**src/rtl/uart_tx.sv**
```systemverilog
// ---------------------------------------------------------------------------
// uart_tx -- UART 8N1 transmitter with a small byte FIFO in front of it.
//
// The host writes bytes into a circular FIFO. Each byte goes out LSB-first
// with a start bit (0), eight data bits and a stop bit (1). Every bit is held
// on the line for TICK clock cycles. Frames follow each other with no idle
// gap while the FIFO still holds data.
//
// Parameters
//   TICK     clock cycles per bit (SYS_FREQ/BAUDRATE), legal range 2..511
//   FIFO_AW  FIFO address width; the FIFO holds 2**FIFO_AW bytes
//
// Ports
//   i_clk    system clock; all logic runs on the rising edge
//   i_reset  synchronous, active-high reset; aborts any frame in flight
//   i_dat    byte to transmit, captured only in a cycle where it is pushed
//   i_wr     write strobe; pushes i_dat when the FIFO is not full
//   o_full   FIFO holds 2**FIFO_AW bytes; a write in this cycle is dropped
//   o_busy   FIFO non-empty or a frame is in progress
//   tx       registered serial output, idle high
// ---------------------------------------------------------------------------
module uart_tx #(
  parameter int TICK    = 21,
  parameter int FIFO_AW = 2
) (
  input  logic       i_clk,
  input  logic       i_reset,
  input  logic [7:0] i_dat,
  input  logic       i_wr,
  output logic       o_full,
  output logic       o_busy,
  output logic       tx
);

  localparam int DEPTH = 2 ** FIFO_AW;

  typedef enum logic [1:0] {
    S_IDLE,
    S_START,
    S_DATA,
    S_STOP
  } state_t;

  // FIFO storage and bookkeeping
  logic [7:0]         mem_q [DEPTH];
  logic [FIFO_AW-1:0] wr_ptr_q, wr_ptr_d;
  logic [FIFO_AW-1:0] rd_ptr_q, rd_ptr_d;
  logic [FIFO_AW:0]   count_q, count_d;

  // Transmit side
  state_t     state_q;
  logic [8:0] cnt_q;
  logic [2:0] bit_idx_q;
  logic [7:0] shreg_q;
  logic       tx_q;

  logic       fifo_empty;
  logic       bit_end;
  logic       push;
  logic       pop;
  logic [7:0] head;

  assign fifo_empty = (count_q == '0);
  assign o_full     = (count_q == (FIFO_AW + 1)'(DEPTH));
  assign o_busy     = !fifo_empty || (state_q != S_IDLE);
  assign tx         = tx_q;

  assign bit_end = (cnt_q == 9'(TICK - 1));
  assign head    = mem_q[rd_ptr_q];

  // A write is judged against the pre-edge count, so a full FIFO drops the
  // write even when the transmitter pops in the same cycle.
  assign push = i_wr && !o_full;

  // A byte is taken either from idle or on the last cycle of a stop bit;
  // the latter is what chains frames without an idle gap.
  assign pop = !fifo_empty &&
               ((state_q == S_IDLE) || ((state_q == S_STOP) && bit_end));

  always_comb begin
    wr_ptr_d = wr_ptr_q;
    rd_ptr_d = rd_ptr_q;
    count_d  = count_q;
    if (push) begin
      wr_ptr_d = wr_ptr_q + FIFO_AW'(1);
    end
    if (pop) begin
      rd_ptr_d = rd_ptr_q + FIFO_AW'(1);
    end
    case ({push, pop})
      2'b10:   count_d = count_q + (FIFO_AW + 1)'(1);
      2'b01:   count_d = count_q - (FIFO_AW + 1)'(1);
      default: count_d = count_q;
    endcase
  end

  // Storage is not reset; only the pointers and count define its contents.
  always_ff @(posedge i_clk) begin
    if (push) begin
      mem_q[wr_ptr_q] <= i_dat;
    end
  end

  always_ff @(posedge i_clk) begin
    if (i_reset) begin
      wr_ptr_q <= '0;
      rd_ptr_q <= '0;
      count_q  <= '0;
    end else begin
      wr_ptr_q <= wr_ptr_d;
      rd_ptr_q <= rd_ptr_d;
      count_q  <= count_d;
    end
  end

  // Transmit state machine. The baud counter restarts at zero at every bit
  // boundary, so each bit occupies exactly TICK cycles.
  always_ff @(posedge i_clk) begin
    if (i_reset) begin
      state_q   <= S_IDLE;
      cnt_q     <= '0;
      bit_idx_q <= '0;
      shreg_q   <= '0;
      tx_q      <= 1'b1;
    end else begin
      case (state_q)
        S_IDLE: begin
          tx_q  <= 1'b1;
          cnt_q <= '0;
          if (pop) begin
            shreg_q <= head;
            state_q <= S_START;
            tx_q    <= 1'b0;
          end
        end

        S_START: begin
          if (bit_end) begin
            cnt_q     <= '0;
            state_q   <= S_DATA;
            bit_idx_q <= '0;
            tx_q      <= shreg_q[0];
          end else begin
            cnt_q <= cnt_q + 9'd1;
          end
        end

        S_DATA: begin
          if (bit_end) begin
            cnt_q <= '0;
            if (bit_idx_q != 3'd7) begin
              bit_idx_q <= bit_idx_q + 3'd1;
              tx_q      <= shreg_q[bit_idx_q + 3'd1];
            end else begin
              state_q <= S_STOP;
              tx_q    <= 1'b1;
            end
          end else begin
            cnt_q <= cnt_q + 9'd1;
          end
        end

        S_STOP: begin
          if (bit_end) begin
            cnt_q <= '0;
            if (pop) begin
              shreg_q <= head;
              state_q <= S_START;
              tx_q    <= 1'b0;
            end else begin
              state_q <= S_IDLE;
              tx_q    <= 1'b1;
            end
          end else begin
            cnt_q <= cnt_q + 9'd1;
          end
        end

        default: begin
          state_q <= S_IDLE;
          tx_q    <= 1'b1;
        end
      endcase
    end
  end

endmodule

```
**config.mk**
```make
export PLATFORM = sky130hd
export DESIGN_NAME = uart_tx
export DESIGN_NICKNAME = d
export VERILOG_FILES = /design/src/rtl/uart_tx.sv
export SDC_FILE = /design/constraint.sdc
export NUM_CORES = 1
export LEC_CHECK = 0
export CAP_MARGIN = 5
export CELL_PAD_IN_SITES_DETAIL_PLACEMENT = 1
export CELL_PAD_IN_SITES_GLOBAL_PLACEMENT = 2
export CORE_MARGIN = 5
export CORE_UTILIZATION = 40
export DETAILED_ROUTE_END_ITERATION = 10
export PLACE_DENSITY_LB_ADDON = 0.08
export SETUP_SLACK_MARGIN = 0.02
export SLEW_MARGIN = 0
export SYNTH_ARGS = -nofsm -noshare
export SYNTH_HDL_FRONTEND = slang
export SYNTH_SLANG_ARGS = --single-unit
```
**constraint.sdc**
```tcl
create_clock -name i_clk -period 3.1 [get_ports i_clk]
set_input_delay 0.62 -clock i_clk [delete_from_list [all_inputs] [get_ports i_clk]]
set_output_delay 0.62 -clock i_clk [all_outputs]
set_load 0.03 [all_outputs]
```
==> results of run 1 <==
[layout by cell type (no fill, tap or decap), drive strengths merged, types with 2 or more instances in the layout]
cell type	n
a21oi	20
and2	4
buf	3
clkbuf	10
clkdlybuf4s50	13
clkinv	3
dfxtp	32
edfxtp	32
ha	14
inv	16
mux2i	2
mux4	10
nand2	8
nand3	11
nand4	2
nor2	21
nor2b	2
nor3	3
o21ai	12
o31ai	2
or2	3
or3	2
xnor2	2
xor2	8
[cells by family after synthesis]
kind of cell / after synthesis / share of synthesized area
simple gates: 64 / 0.123
flops: 64 / 0.568
xor+xnor: 10 / 0.0311
mux: 12 / 0.0870
fa+ha+maj: 15 / 0.0693
compound gates: 42 / 0.0919
buf+inv: 22 / 0.0297
[power by group]
group / total [uW] / internal (uW) / switching, uW / leakage (uW)
Combinational: 968 / 420 / 548 / 0.000485
Clock: 706 / 376 / 331 / 0.0000968
Sequential: 1190 / 1060 / 131 / 0.000554
Total: 2870 / 1860 / 1010 / 0.00114
[cell usage after synthesis (2+ instances only)]
cell,instances
dfxtp_1,32
edfxtp_1,32
nor2_1,21
a21oi_1,18
inv_1,15
ha_1,14
o21ai_0,12
nand3_1,11
mux4_2,10
nand2_1,8
xor2_1,8
clkbuf_1,5
and2_1,4
nor3_1,3
a21oi_2,2
mux2i_1,2
nand4_1,2
nor2b_1,2
o31ai_1,2
or2_0,2
or3_1,2
xnor2_1,2
[routing by layer]
layer  vias to the layer above  GRT usage
met5                         -          0
met2                        25      0.236
met1                       879      0.160
li1                        872          -
met3                         4     0.0481
met4                         0     0.0397
[tightest hold or removal path, delay by kind of cell (launching register included)]
family	cells	cell delay, ns
compound gates	1	0.05
flops	1	0.32
simple gates	1	0.06
[area by class of cell]
type | count | share of cell area
inverter | 15 | 0.0173
sequential | 64 | 0.491
timing repair buffer | 16 | 0.0468
tap | 96 | 0.0369
clock buffer | 10 | 0.0392
clock inverter | 6 | 0.0211
multi-input combinational | 143 | 0.347
[sequential cells by signal, indices dropped and copies added (netlist names), named ones only]
signal,flops
mem_q,32
cnt_q,9
shreg_q,8
bit_idx_q,3
count_q,3
rd_ptr_q,2
state_q,2
wr_ptr_q,2
tx,1
[stage by stage]
| step | total power [uW] | hold slack (ns) |
|---|---|---|
| detailed placement | 2190 | 0.463 |
| global route | 3080 | 0.499 |
| CTS | 2910 | 0.473 |
| floorplan | 1910 | 0.436 |
| global placement | 2150 | 0.447 |
| finish | 2870 | 0.466 |
[worst paths after layout]
check                         endpoint                 startpoint  cells after the start  slack [ns]
max reg2reg    count_q[2]$_SDFFE_PP0P_    state_q[0]$_SDFFE_PP0P_                     11        0.48
min          bit_idx_q[2]$_SDFFE_PP0P_  bit_idx_q[2]$_SDFFE_PP0P_                      2        0.47
max                             o_busy    state_q[0]$_SDFFE_PP0P_                      4        0.32
min reg2reg  bit_idx_q[2]$_SDFFE_PP0P_  bit_idx_q[2]$_SDFFE_PP0P_                      2        0.47
==> results by group, run 1 <==
Run status
  • Status: finished, final reports clean

Floorplan
  • Number of cell rows: 30
  • Die area: 8820 sq um
  • I/O pin count: 14
  • Area of the placeable core: 6830 sq um
  • Die width: 93.9 um
  • Vertical extent of the die: 93.9 um
  • Starting density of the core: 0.412

GRT
  • First-pass GRT wire length: 9.23 mm
  • GRT Resource Usage Total: 0.137
  • Initial antenna violation count: 0
  • Via count of the first global-routing pass: 1898
  • Largest net degree at the start of global routing: 24
  • Total overflow reported by the global router: 0

Drt
  • First-pass iteration count of the detailed router: 4
  • Highest signal layer in the routed design: met4
  • DRC violation count after routing: 0
  • Routed metal-1 wirelength: 2.43 mm
  • Met3 routed wirelength: 206 um
  • Wire length after detailed routing: 5.46 mm
  • Via density per instance: 5.09
  • Iteration-0 DRC count of the detailed router: 65
  • Total number of vias: 1780
  • Routed length per instance: 15.6 um
  • Detail Route met2 WL: 2.77 mm
  • Remaining number of nets flagged by the antenna check after routing: 0

Synthesis
  • Biggest area consumer among synthesized cells: edfxtp_1
  • Number of synthesized register bits: 64
  • Post-synthesis sequential area ratio: 0.568
  • Synth top area cells: edfxtp_1 (34%), dfxtp_1 (23%), mux4_2 (8.0%)
  • Syn Nets: 255
  • Number of flops mapped to enable cells by yosys: 32
  • Cell area after synthesis: 2820 sq um
  • Proportion of synthesized flip-flops having asynchronous set or reset: 0
  • Predominant post-synthesis flop cell: edfxtp_1
  • Share of the synthesized area in the top cell type: 0.341
  • Post-synthesis cell count: 229
  • Number of unique standard cell types used by synthesis: 42
  • Yosys warning count: 0
  • Post-Syn Area per Cell: 12.3 sq um

Setup path
  • Worst setup path class: register to output pin
  • Crit start category: register
  • Kind of cell adding the most delay to the critical path: buffers and inverters
  • Crit-path max cell delay: 0.62 ns
  • Critical path arrival: 2.16 ns
  • Largest fanout on the critical path: 4
  • Required time worst endpoint: 2.48 ns
  • Crit path capture type: output pin
  • Cell-by-cell listing of the critical path: inv_1 > ha_1 > or4b_1 > clkdlybuf4s50_1
  • Crit path max-delay cell type: clkdlybuf4s50_1
  • Buf/Inv on CP: 2

CTS
  • Number of post-CTS setup repair buffers: 0
  • Number of buffers on the longest clock path: 2
  • CTS root buffer: clkbuf_8
  • Quantity of gates resized following cts: 0
  • Clk pin slew, worst setup/hold paths: 0.08 ns
  • CTS H-tree lvls: 3
  • Worst-skew pair later-pin latency: 0.34 ns
  • CTS Hold Buffers Added: 0
  • Sink Count: 64
  • Cts bufs inserted: 9
  • CTS tree: built

Timing
  • Tmin final: 2.78 ns
  • Final number of max-transition violations: 0
  • Setup total negative slack: 0 ns
  • Transition at the pin with the smallest max-transition slack: 0.547 ns
  • Slew headroom: 0.634
  • Upper clock frequency limit: 359 MHz
  • Setup repair after global routing missed its margin: false
  • Worst setup slack after layout: 0.315 ns
  • Final period util: 0.898
  • Final Hold Fails: 0
  • Setup-failing EPs final: 0
  • Clock skew after layout: 0.00925 ns

Place
  • Instance area after placement: 3060 sq um
  • Port buffer count: 13
  • Dpl ws: 0.494 ns
  • Half-perimeter wire length after placement: 3.89 mm
  • Global placer's final weighted congestion: 0.788
  • # placed instances: 334

Pwr
  • Leak Pwr: 0.00114 uW
  • Maximum ir drop on the vdd rail: 0.414 mV
  • Power Dens Cells: 879 nW/um^2

Cells and area
  • Fillers: 746
  • Area taken by flip-flops and latches: 1600 sq um
  • Post-route cell area: 3260 sq um
  • Antenna diodes: 0
  • Non-filler instance count after layout: 350
  • Area added between synthesis and finish: 15.7%
  • Fin nets: 275
  • Fraction of final layout cells with drive strength greater than 1: 0.142
  • Final Util: 0.477
  • Multi-input combinational cell area: 1130 sq um

Run
  • Count of max-cap constraint violations: 0

Min path
  • Worst hold-check path type: register to register
Power figures use the tool's default switching activity.
==> run 2, diff against run 1 <==
TNS_END_PERCENT = 100   (was not set)
==> results of run 2 <==
Same layout as run 1: the final DEF is identical, and so are final timing and power.
